[src/rtl/miriscv_decode_pkg.sv]
// RV32 major opcodes and source-register usage helpers for the decode stage.
package miriscv_decode_pkg;

  localparam logic [6:0] OPC_LOAD   = 7'b0000011;
  localparam logic [6:0] OPC_STORE  = 7'b0100011;
  localparam logic [6:0] OPC_BRANCH = 7'b1100011;
  localparam logic [6:0] OPC_JALR   = 7'b1100111;
  localparam logic [6:0] OPC_JAL    = 7'b1101111;
  localparam logic [6:0] OPC_OP_IMM = 7'b0010011;
  localparam logic [6:0] OPC_OP     = 7'b0110011;
  localparam logic [6:0] OPC_LUI    = 7'b0110111;
  localparam logic [6:0] OPC_AUIPC  = 7'b0010111;
  localparam logic [6:0] OPC_SYSTEM = 7'b1110011;

  function automatic logic uses_rs1(input logic [6:0] opcode);
    case (opcode)
      OPC_JALR, OPC_BRANCH, OPC_LOAD, OPC_STORE, OPC_OP_IMM, OPC_OP: uses_rs1 = 1'b1;
      default:                                                       uses_rs1 = 1'b0;
    endcase
  endfunction

  function automatic logic uses_rs2(input logic [6:0] opcode);
    case (opcode)
      OPC_BRANCH, OPC_STORE, OPC_OP: uses_rs2 = 1'b1;
      default:                       uses_rs2 = 1'b0;
    endcase
  endfunction

endpackage

[src/rtl/miriscv_pkg.sv]
// Core-wide defaults shared by the miriscv front-end blocks.
package miriscv_pkg;

  localparam int unsigned XLEN_DEFAULT       = 32;
  localparam int unsigned ILEN_DEFAULT       = 32;
  localparam int unsigned IBUF_DEPTH_DEFAULT = 4;

endpackage

[src/rtl/miriscv_ld_scoreboard.sv]
// Tracks GPRs with an outstanding load; x0 is never marked pending.
module miriscv_ld_scoreboard (
  input  logic        clk_i,
  input  logic        arstn_i,
  input  logic        set_en_i,
  input  logic [4:0]  set_addr_i,
  input  logic        clr_en_i,
  input  logic [4:0]  clr_addr_i,
  output logic [31:0] pending_o
);

  logic [31:0] r_pending;
  logic [31:0] w_pending_nxt;

  // Set is applied after clear so a same-register collision leaves the bit set.
  always_comb begin
    w_pending_nxt = r_pending;
    if (clr_en_i) w_pending_nxt[clr_addr_i] = 1'b0;
    if (set_en_i) w_pending_nxt[set_addr_i] = 1'b1;
    w_pending_nxt[0] = 1'b0;
  end

  always_ff @(posedge clk_i) begin
    if (!arstn_i) r_pending <= '0;
    else          r_pending <= w_pending_nxt;
  end

  assign pending_o = r_pending;

endmodule

[src/rtl/miriscv_decode_ibuf.sv]
// Decode-side instruction buffer: circular FIFO between fetch and decode,
// holding back the head entry while a load it depends on is still in flight.
module miriscv_decode_ibuf
  import miriscv_pkg::*;
  import miriscv_decode_pkg::*;
#(
  parameter int unsigned IBUF_DEPTH = IBUF_DEPTH_DEFAULT,
  parameter int unsigned XLEN       = XLEN_DEFAULT,
  parameter int unsigned ILEN       = ILEN_DEFAULT
) (
  input  logic                            clk_i,
  input  logic                            arstn_i,
  input  logic                            f_valid_i,
  input  logic [ILEN-1:0]                 f_instr_i,
  input  logic [XLEN-1:0]                 f_current_pc_i,
  input  logic [XLEN-1:0]                 f_next_pc_i,
  output logic                            f_ready_o,
  input  logic                            cu_kill_d_i,
  input  logic                            d_ready_i,
  output logic                            d_valid_o,
  output logic [ILEN-1:0]                 d_instr_o,
  output logic [XLEN-1:0]                 d_current_pc_o,
  output logic [XLEN-1:0]                 d_next_pc_o,
  input  logic                            m_gpr_wr_en_i,
  input  logic [4:0]                      m_gpr_wr_addr_i,
  output logic                            d_stall_req_o,
  output logic [$clog2(IBUF_DEPTH+1)-1:0] ibuf_count_o
);

  localparam int unsigned PTR_W = $clog2(IBUF_DEPTH);
  localparam int unsigned CNT_W = $clog2(IBUF_DEPTH + 1);

  logic [ILEN-1:0]  r_instr   [IBUF_DEPTH];
  logic [XLEN-1:0]  r_cur_pc  [IBUF_DEPTH];
  logic [XLEN-1:0]  r_next_pc [IBUF_DEPTH];
  logic [PTR_W-1:0] r_wr_ptr;
  logic [PTR_W-1:0] r_rd_ptr;
  logic [CNT_W-1:0] r_count;

  logic [ILEN-1:0]  w_head_instr;
  logic [6:0]       w_opcode;
  logic [4:0]       w_rd;
  logic [4:0]       w_rs1;
  logic [4:0]       w_rs2;
  logic [31:0]      w_pending;
  logic             w_empty;
  logic             w_hazard;
  logic             w_push;
  logic             w_pop;
  logic             w_ld_set;

  assign w_head_instr = r_instr[r_rd_ptr];
  assign w_opcode     = w_head_instr[6:0];
  assign w_rd         = w_head_instr[11:7];
  assign w_rs1        = w_head_instr[19:15];
  assign w_rs2        = w_head_instr[24:20];

  assign w_empty  = (r_count == '0);
  assign w_hazard = ~w_empty & ((uses_rs1(w_opcode) & w_pending[w_rs1]) |
                                (uses_rs2(w_opcode) & w_pending[w_rs2]));

  // Kill gates both handshakes so a flushed cycle neither pushes nor pops.
  assign f_ready_o     = (r_count < CNT_W'(IBUF_DEPTH)) & ~cu_kill_d_i;
  assign d_valid_o     = ~w_empty & ~w_hazard & ~cu_kill_d_i;
  assign d_stall_req_o = w_hazard;
  assign w_push        = f_valid_i & f_ready_o;
  assign w_pop         = d_valid_o & d_ready_i;
  assign w_ld_set      = w_pop & (w_opcode == OPC_LOAD) & (w_rd != 5'd0);

  assign d_instr_o      = w_head_instr;
  assign d_current_pc_o = r_cur_pc[r_rd_ptr];
  assign d_next_pc_o    = r_next_pc[r_rd_ptr];
  assign ibuf_count_o   = r_count;

  always_ff @(posedge clk_i) begin
    if (w_push) begin
      r_instr[r_wr_ptr]   <= f_instr_i;
      r_cur_pc[r_wr_ptr]  <= f_current_pc_i;
      r_next_pc[r_wr_ptr] <= f_next_pc_i;
    end
  end

  // Power-of-two depth lets pointers wrap by natural overflow.
  always_ff @(posedge clk_i) begin
    if (!arstn_i || cu_kill_d_i) begin
      r_wr_ptr <= '0;
      r_rd_ptr <= '0;
      r_count  <= '0;
    end else begin
      if (w_push) r_wr_ptr <= r_wr_ptr + PTR_W'(1);
      if (w_pop)  r_rd_ptr <= r_rd_ptr + PTR_W'(1);
      case ({w_push, w_pop})
        2'b10:   r_count <= r_count + CNT_W'(1);
        2'b01:   r_count <= r_count - CNT_W'(1);
        default: r_count <= r_count;
      endcase
    end
  end

  miriscv_ld_scoreboard u_ld_scoreboard (
    .clk_i      (clk_i),
    .arstn_i    (arstn_i),
    .set_en_i   (w_ld_set),
    .set_addr_i (w_rd),
    .clr_en_i   (m_gpr_wr_en_i),
    .clr_addr_i (m_gpr_wr_addr_i),
    .pending_o  (w_pending)
  );

endmodule

[config.mk]
export PLATFORM = sky130hd
export DESIGN_NAME = miriscv_decode_ibuf
export DESIGN_NICKNAME = d
export VERILOG_FILES = /design/src/rtl/miriscv_decode_pkg.sv /design/src/rtl/miriscv_pkg.sv /design/src/rtl/miriscv_ld_scoreboard.sv /design/src/rtl/miriscv_decode_ibuf.sv
export SDC_FILE = /design/constraint.sdc
export NUM_CORES = 1
export LEC_CHECK = 0
export BUFFER_PORTS_ARGS = -buffer_cell sky130_fd_sc_hd__buf_2
export CELL_PAD_IN_SITES_DETAIL_PLACEMENT = 0
export CELL_PAD_IN_SITES_GLOBAL_PLACEMENT = 2
export CORE_MARGIN = 10
export CORE_UTILIZATION = 48
export CTS_CLUSTER_SIZE = 40
export DETAILED_ROUTE_END_ITERATION = 8
export GPL_TIMING_DRIVEN = 1
export PLACE_DENSITY_LB_ADDON = 0.05
export SLEW_MARGIN = 20
export SYNTH_ARGS = -nofsm -noshare
export SYNTH_HDL_FRONTEND = slang
export SYNTH_SLANG_ARGS = --single-unit
export TNS_END_PERCENT = 30
[constraint.sdc]
create_clock -name clk_i -period 5.5 [get_ports clk_i]
set_clock_uncertainty 0.05 [all_clocks]
set_input_delay 0.55 -clock clk_i [delete_from_list [all_inputs] [get_ports clk_i]]
set_output_delay 0.55 -clock clk_i [all_outputs]
set_load 0.05 [all_outputs]
=== After elaboration in Yosys (flattened, before gate mapping) ===
Memory sizes are Yosys's and may differ from the RTL's. A register that Yosys moved wholly into a read port is not among the register bits.
Cells that the tools add are included.

* Add/subtract/negate cells: 4
* $lt $le $gt $ge: 7
* Equal/unequal tests: 8
* Mux-type cells: 21
* Bitwise gates (word level): 17
* Reductions and logical operators: 9

{| class="wikitable"
|+ Operator list
! kind !! number
|-
| 2-to-1 mux 32 bit || 2
|-
| bitwise AND 32 bit || 1
|-
| inverter 32 bit || 1
|-
| bitwise OR 32 bit || 1
|-
| < comparator 5 x 6 -> 1 bit (second input constant) || 4
|-
| equality test 7 x 6 -> 1 bit (second input constant) || 2
|-
| equality test 7 bit (second input constant) || 2
|-
| 2-to-1 mux 2 bit || 6
|-
| bitwise AND 1 bit || 10
|-
| binary-select mux 1 bit (select 5 bit) || 2
|-
| demux 1 bit (select 5 bit) || 2
|-
| >= comparator 5 x 1 -> 1 bit (second input constant) || 2
|-
| 2-to-1 mux 1 bit || 8
|-
| equality test 7 x 2 -> 1 bit (second input constant) || 1
|-
| equality test 7 x 5 -> 1 bit (second input constant) || 1
|-
| one-hot mux 3 bit (2 select lines) || 1
|-
| OR reduction 6 bit || 1
|-
| nonzero test 5 bit || 1
|-
| adder 2 x 1 -> 2 bit (second input constant) || 2
|-
| adder 3 x 1 -> 3 bit (second input constant) || 1
|-
| logical NOT 3 bit || 1
|-
| < comparator 3 bit (second input constant) || 1
|-
| inverter 1 bit || 3
|-
| OR reduction 3 bit || 1
|-
| other kinds (8) || 9
|}

* Bits in registers: 39
* Bits in writable memories: 384
* Input port bits: 107
* Output and inout bits: 102
* Logic and storage cells: 74
* Memories: 3

{| class="wikitable"
|+ Memories
! memory !! words !! width !! rd ports !! clocked after Yosys merged registers in !! write ports !! line !! text
|-
| r_cur_pc || 4 || 32 || 1 || 1 || 1 || miriscv_decode_ibuf.sv:34 || <nowiki>logic [XLEN-1:0] r_cur_pc [IBUF_DEPTH];</nowiki>
|-
| r_instr || 4 || 32 || 1 || 1 || 1 || miriscv_decode_ibuf.sv:33 || <nowiki>logic [ILEN-1:0] r_instr [IBUF_DEPTH];</nowiki>
|-
| r_next_pc || 4 || 32 || 1 || 1 || 1 || miriscv_decode_ibuf.sv:35 || <nowiki>logic [XLEN-1:0] r_next_pc [IBUF_DEPTH];</nowiki>
|}

=== Logic depth before layout (Yosys ltp) ===
* Depth after elaboration: 13
* Depth in mapped cells: 19
* Mapped depth without buffers: 14

=== Cells and area by module ===
From an unflattened synthesis, not the netlist that was laid out.

* Cell total of the unflattened synthesis: 790
* Area, all modules: 16383.2 sq um

{| class="wikitable"
|+ Modules (own cells, without submodules)
! module !! instances !! cells an instance !! area each (sq um) !! sequential area each (sq um)
|-
| miriscv_decode_ibuf || 1 || 656 || 15085.7 || 11711.2
|-
| miriscv_ld_scoreboard || 1 || 134 || 1297.5 || 620.6
|}

=== Worst setup path after synthesis ===
Ideal clock, no wire load.

* Path kind: register to register
* Start point: register r_count[2] (netlist: ibuf_count_o[2])
* End point: memory r_cur_pc[0][0] in the netlist's numbering, enable pin
* Setup time: 466 ps
* Arrival: 3737 ps
* Data required time: 4984 ps
* Setup slack: 1247 ps
* Stages on the path, launching flop included: 3
* Buffers on the path: 0
* Clock period less this slack: 4253 ps
* Cells stage by stage: dfxtp_1 > nor2_1 > and3_1

* Cells in the longest elaborated chain, start to end: 5

{| class="wikitable"
|+ RTL lines
! what !! line !! text
|-
| from (decl) || miriscv_decode_ibuf.sv:38 || <nowiki>logic [CNT_W-1:0] r_count;</nowiki>
|-
| from (signal assigned) || miriscv_decode_ibuf.sv:93 || <nowiki>2'b10: r_count <= r_count + CNT_W'(1);</nowiki>
|-
| from (signal assigned) || miriscv_decode_ibuf.sv:94 || <nowiki>2'b01: r_count <= r_count - CNT_W'(1);</nowiki>
|-
| from (signal assigned) || miriscv_decode_ibuf.sv:95 || <nowiki>default: r_count <= r_count;</nowiki>
|-
| < comparator 3 bit || miriscv_decode_ibuf.sv:63 || <nowiki>assign f_ready_o = (r_count < CNT_W'(IBUF_DEPTH)) & ~cu_kill_d_i;</nowiki>
|-
| bitwise AND 1 bit || miriscv_decode_ibuf.sv:63 ||
|-
| via f_ready_o || miriscv_decode_ibuf.sv:17 || <nowiki>output logic f_ready_o,</nowiki>
|-
| bitwise AND 1 bit || miriscv_decode_ibuf.sv:66 || <nowiki>assign w_push = f_valid_i & f_ready_o;</nowiki>
|-
| 2-to-1 mux 1 bit || miriscv_decode_ibuf.sv:76 || <nowiki>if (w_push) begin</nowiki>
|-
| 2-to-1 mux 1 bit (implied by the code) || miriscv_decode_ibuf.sv:78 || <nowiki>r_cur_pc[r_wr_ptr] <= f_current_pc_i;</nowiki>
|-
| to (decl) || miriscv_decode_ibuf.sv:34 ||
|}

The timed path passes the listed nets, and every way through them passes these cells.

==> flow_metrics.env <==
export IMPL_status="completed"
export IMPL_period_needed_ns=4.66
export IMPL_antenna_left=0
export IMPL_row_count=67
export IMPL_fp_dieArea_um2=42300
export IMPL_ys_seq_elements=424
export IMPL_synth_top_area_share_pct=69.7
export IMPL_rsz0062_at_grt="false"
export IMPL_drt_initial_drc_count=583
export IMPL_syn_inst=791
export IMPL_wl_um=37500
export IMPL_drc=0
export IMPL_fin_crit_sh_pct=84.7
export IMPL_cts_setup_buffers=0
export IMPL_switchingPower_uw=1470
export IMPL_synth_area_top_cells="edfxtp_1, mux4_2, dfxtp_1, o41ai_2, mux2i_1"
export IMPL_power_share_clock_pct=42.5
export IMPL_cts_sinks=424
export IMPL_internal_power_uw=5380
export IMPL_tritoncts="done"
export IMPL_worst_setup_path_end_kind="output port"
export IMPL_post_route_cell_area_um2=19500
export IMPL_dr_total_vias=8606
export IMPL_h_tree_depth=2
export IMPL_synth_flop_cell="edfxtp_1"
export IMPL_fmax_ghz=0.215
export IMPL_grt_pass1_vias=9411
export IMPL_insertion_delay_ns=0.54
export IMPL_cts_resized=0
export IMPL_start_kind="register"
export IMPL_synth_cell_type_count=48
export IMPL_max_slew_margin_pct=40.3
export IMPL_die_y_um=206
export IMPL_ir_worst_vdd_v=0.000272
export IMPL_synthToLayoutAreaGrowth_pct=18.0
export IMPL_crit_family="multiplexers"
export IMPL_arrival_ns=4.06
export IMPL_syn_area_per_cell_um2=20.9
export IMPL_cap_viol_max_count=0
export IMPL_clockBufferDepth=3
export IMPL_routedWlPerCell_um=24.9
export IMPL_tns_ns=0
export IMPL_slowest_stage="mux4_2"
export IMPL_dr_pass1_iters=5
export IMPL_syn_nets=904
export IMPL_comb_power_share_pct=5.4
export IMPL_core_area_um2=33800
export IMPL_synth_area_um2=16500
export IMPL_placed_cell_area_um2=18100
export IMPL_n_fill_cell=2539
export IMPL_path_cells="mux4_2 -> nand2b_1 -> a31o_2 -> o31ai_1 -> nand3_2 -> nand3_4 -> buf_4 -> nor3_1 -> buf_2"
export IMPL_worstSetupPathType="register to output port"
export IMPL_grt_pass1_wl_um=56900
export IMPL_max_slew_worst_pin_slew_ns=0.896
export IMPL_clkTransAtPathRegs_ns=0.06
export IMPL_track_usage_pct=17.7
export IMPL_place_hpwl_um=24800
export IMPL_slew_viol_final=0
export IMPL_cts_hold_buf=0
export IMPL_hold_viol_final=0
export IMPL_numCtsBuffers=45
export IMPL_fin_nets=1133
export IMPL_start_util_pct=49.0
export IMPL_antenna_found_initial=8
export IMPL_finalSetupViolCount=0
export IMPL_seqPwrFrac_pct=52.1
export IMPL_io_buffers=208
export IMPL_p_per_area_nw_per_um2=351
export IMPL_overflow=0
export IMPL_cellLeakagePower_uw=0.00654
export IMPL_ys_seq_area_share_pct=74.5
export IMPL_netSwitchingFraction_pct=21.5
export IMPL_yosysWarnings=0
export IMPL_ios=209
export IMPL_clock_root_buffer="clkbuf_16"
export IMPL_layout_drive_gt1_share_pct=40.2
export IMPL_via_per_inst=5.71
export IMPL_critPathBufInv=2
export IMPL_yosysTopAreaCell="edfxtp_1"
export IMPL_cp_required_ns=4.90
export IMPL_die_width_um=206
export IMPL_async_flop_share_pct=0
export IMPL_synth_edf_count=384
export IMPL_hold_path_class="primary input to register"
export IMPL_critical_path_max_fanout=34
export IMPL_grt_max_degree=53
export IMPL_gp_congestion=0.837
export IMPL_slowest_delay_ns=0.83
-- placed cells by master (no fill, tap or decap), types with 3 or more instances in the layout --
| cell type | n |
|---|---|
| buf_2 | 208 |
| edfxtp_1 | 384 |
| clkinv_2 | 10 |
| buf_4 | 14 |
| inv_1 | 8 |
| clkbuf_16 | 46 |
| clkinv_1 | 10 |
| nand2_1 | 20 |
| a21oi_1 | 4 |
| nor2_1 | 19 |
| bufinv_16 | 4 |
| o31ai_1 | 4 |
| nand3b_1 | 6 |
| dfxtp_1 | 38 |
| o211ai_1 | 32 |
| mux2i_1 | 25 |
| diode_2 | 3 |
| ha_1 | 5 |
| mux4_2 | 97 |
| clkbuf_1 | 7 |
| o41ai_2 | 26 |
| nor2b_1 | 8 |
| a211oi_1 | 3 |
| or3b_2 | 3 |
| and2_1 | 3 |
| o22ai_1 | 9 |
| nand3_1 | 4 |
| o41ai_1 | 5 |
| nor3_1 | 7 |
| and3_4 | 4 |
| nand2b_1 | 9 |
-- synth_stat cells, types with 7 or more instances --
cell,count
edfxtp_1,384
mux4_2,97
dfxtp_1,40
o211ai_1,32
o41ai_2,26
mux2i_1,25
nand2_1,20
nor2_1,19
clkbuf_1,14
buf_1,11
nand2b_1,9
o22ai_1,9
buf_2,8
inv_1,8
nor2b_1,8
nor3_1,7
-- kinds of logic after synthesis --
| group | synth area share, % |
|---|---|
| multiplexers | 14.8 |
| buffers and inverters | 1.44 |
| adder cells (fa/ha/maj) | 0.499 |
| AND/OR/NAND/NOR | 3.23 |
| flip-flops | 74.5 |
| XOR/XNOR | 0.159 |
| AO/OA/AOI/OAI | 5.35 |
-- registers in the layout, indices dropped and copies added (netlist names), named ones only --
register / count
r_cur_pc: 128
r_instr: 128
r_next_pc: 128
u_ld_scoreboard.pending_o: 31
ibuf_count_o: 3
r_rd_ptr: 2
r_wr_ptr: 2
-- worst reg2reg max path: cells and delay by family, from the launching register on --
family | cells | cell delay (ns)
xor gates and xnor gates | 1 | 0.16
adders and majority gates | 2 | 0.57
buffers and inverters | 1 | 0.06
AOI/OAI and AO/OA | 2 | 0.26
muxes | 2 | 1.35
and+or+nand+nor | 5 | 0.73
DFF | 1 | 0.72
-- path summary, 6_finish.rpt --
path	from	end	slack (ns)	depth (start not counted)
worst max-delay path	register	d_valid_o	0.84	9
worst min-delay path	f_next_pc_i[13]	r_next_pc[3][13]$_DFFE_PP_	0.17	1
worst max register to register	register	ibuf_count_o[2]$_SDFFE_PP0P_	1.53	13
worst min register to register	u_ld_scoreboard.pending_o[13]$_SDFF_PN0_	u_ld_scoreboard.pending_o[13]$_SDFF_PN0_	0.50	2
-- routing by layer --
layer | track usage, % | vias up | share of wire (%)
met5 | 0 | - | 0.18
met1 | 22.2 | 4506 | 40
li1 | - | 3797 | -
met4 | 4.62 | 10 | 1.7
met2 | 29.9 | 233 | 52
met3 | 4.87 | 60 | 6.4
-- through the flow --
stage	total power [uW]	hold slack [ns]	cells	util [%]	setup WS [ns]
2_1_floorplan	3870	0.430	791	-	1.25
3_3_place_gp	4000	0.451	1421	53.5	1.37
3_5_place_dp	4010	0.489	1421	53.5	1.31
4_1_cts	6930	0.151	1503	57.8	0.745
5_1_grt	7090	0.155	1504	57.8	0.554
6_report	6850	0.173	1506	57.8	0.839
-- power by group through the flow --
stage | Sequential (uW) | Clock [uW] | Combinational (uW)
detailed placement | 3640 | 0 | 374
CTS | 3570 | 2980 | 375
global placement | 3630 | 0 | 363
finish | 3570 | 2920 | 369
global route | 3570 | 3120 | 394
floorplan | 3640 | 0 | 228
-- cell type report --
cell class / instances / area, um^2 / area share, %
repair buffers: 222 / 1150 / 5.87
clock inverters: 29 / 264 / 1.35
clock buffers: 53 / 1180 / 6.03
diodes: 3 / 7.51 / 0.0385
multi-input cells: 319 / 4000 / 20.5
well taps: 448 / 561 / 2.87
flip-flops and latches: 424 / 12300 / 63.2
inverters: 8 / 30.0 / 0.154
Note: power is estimated with default switching activity, not from simulation.
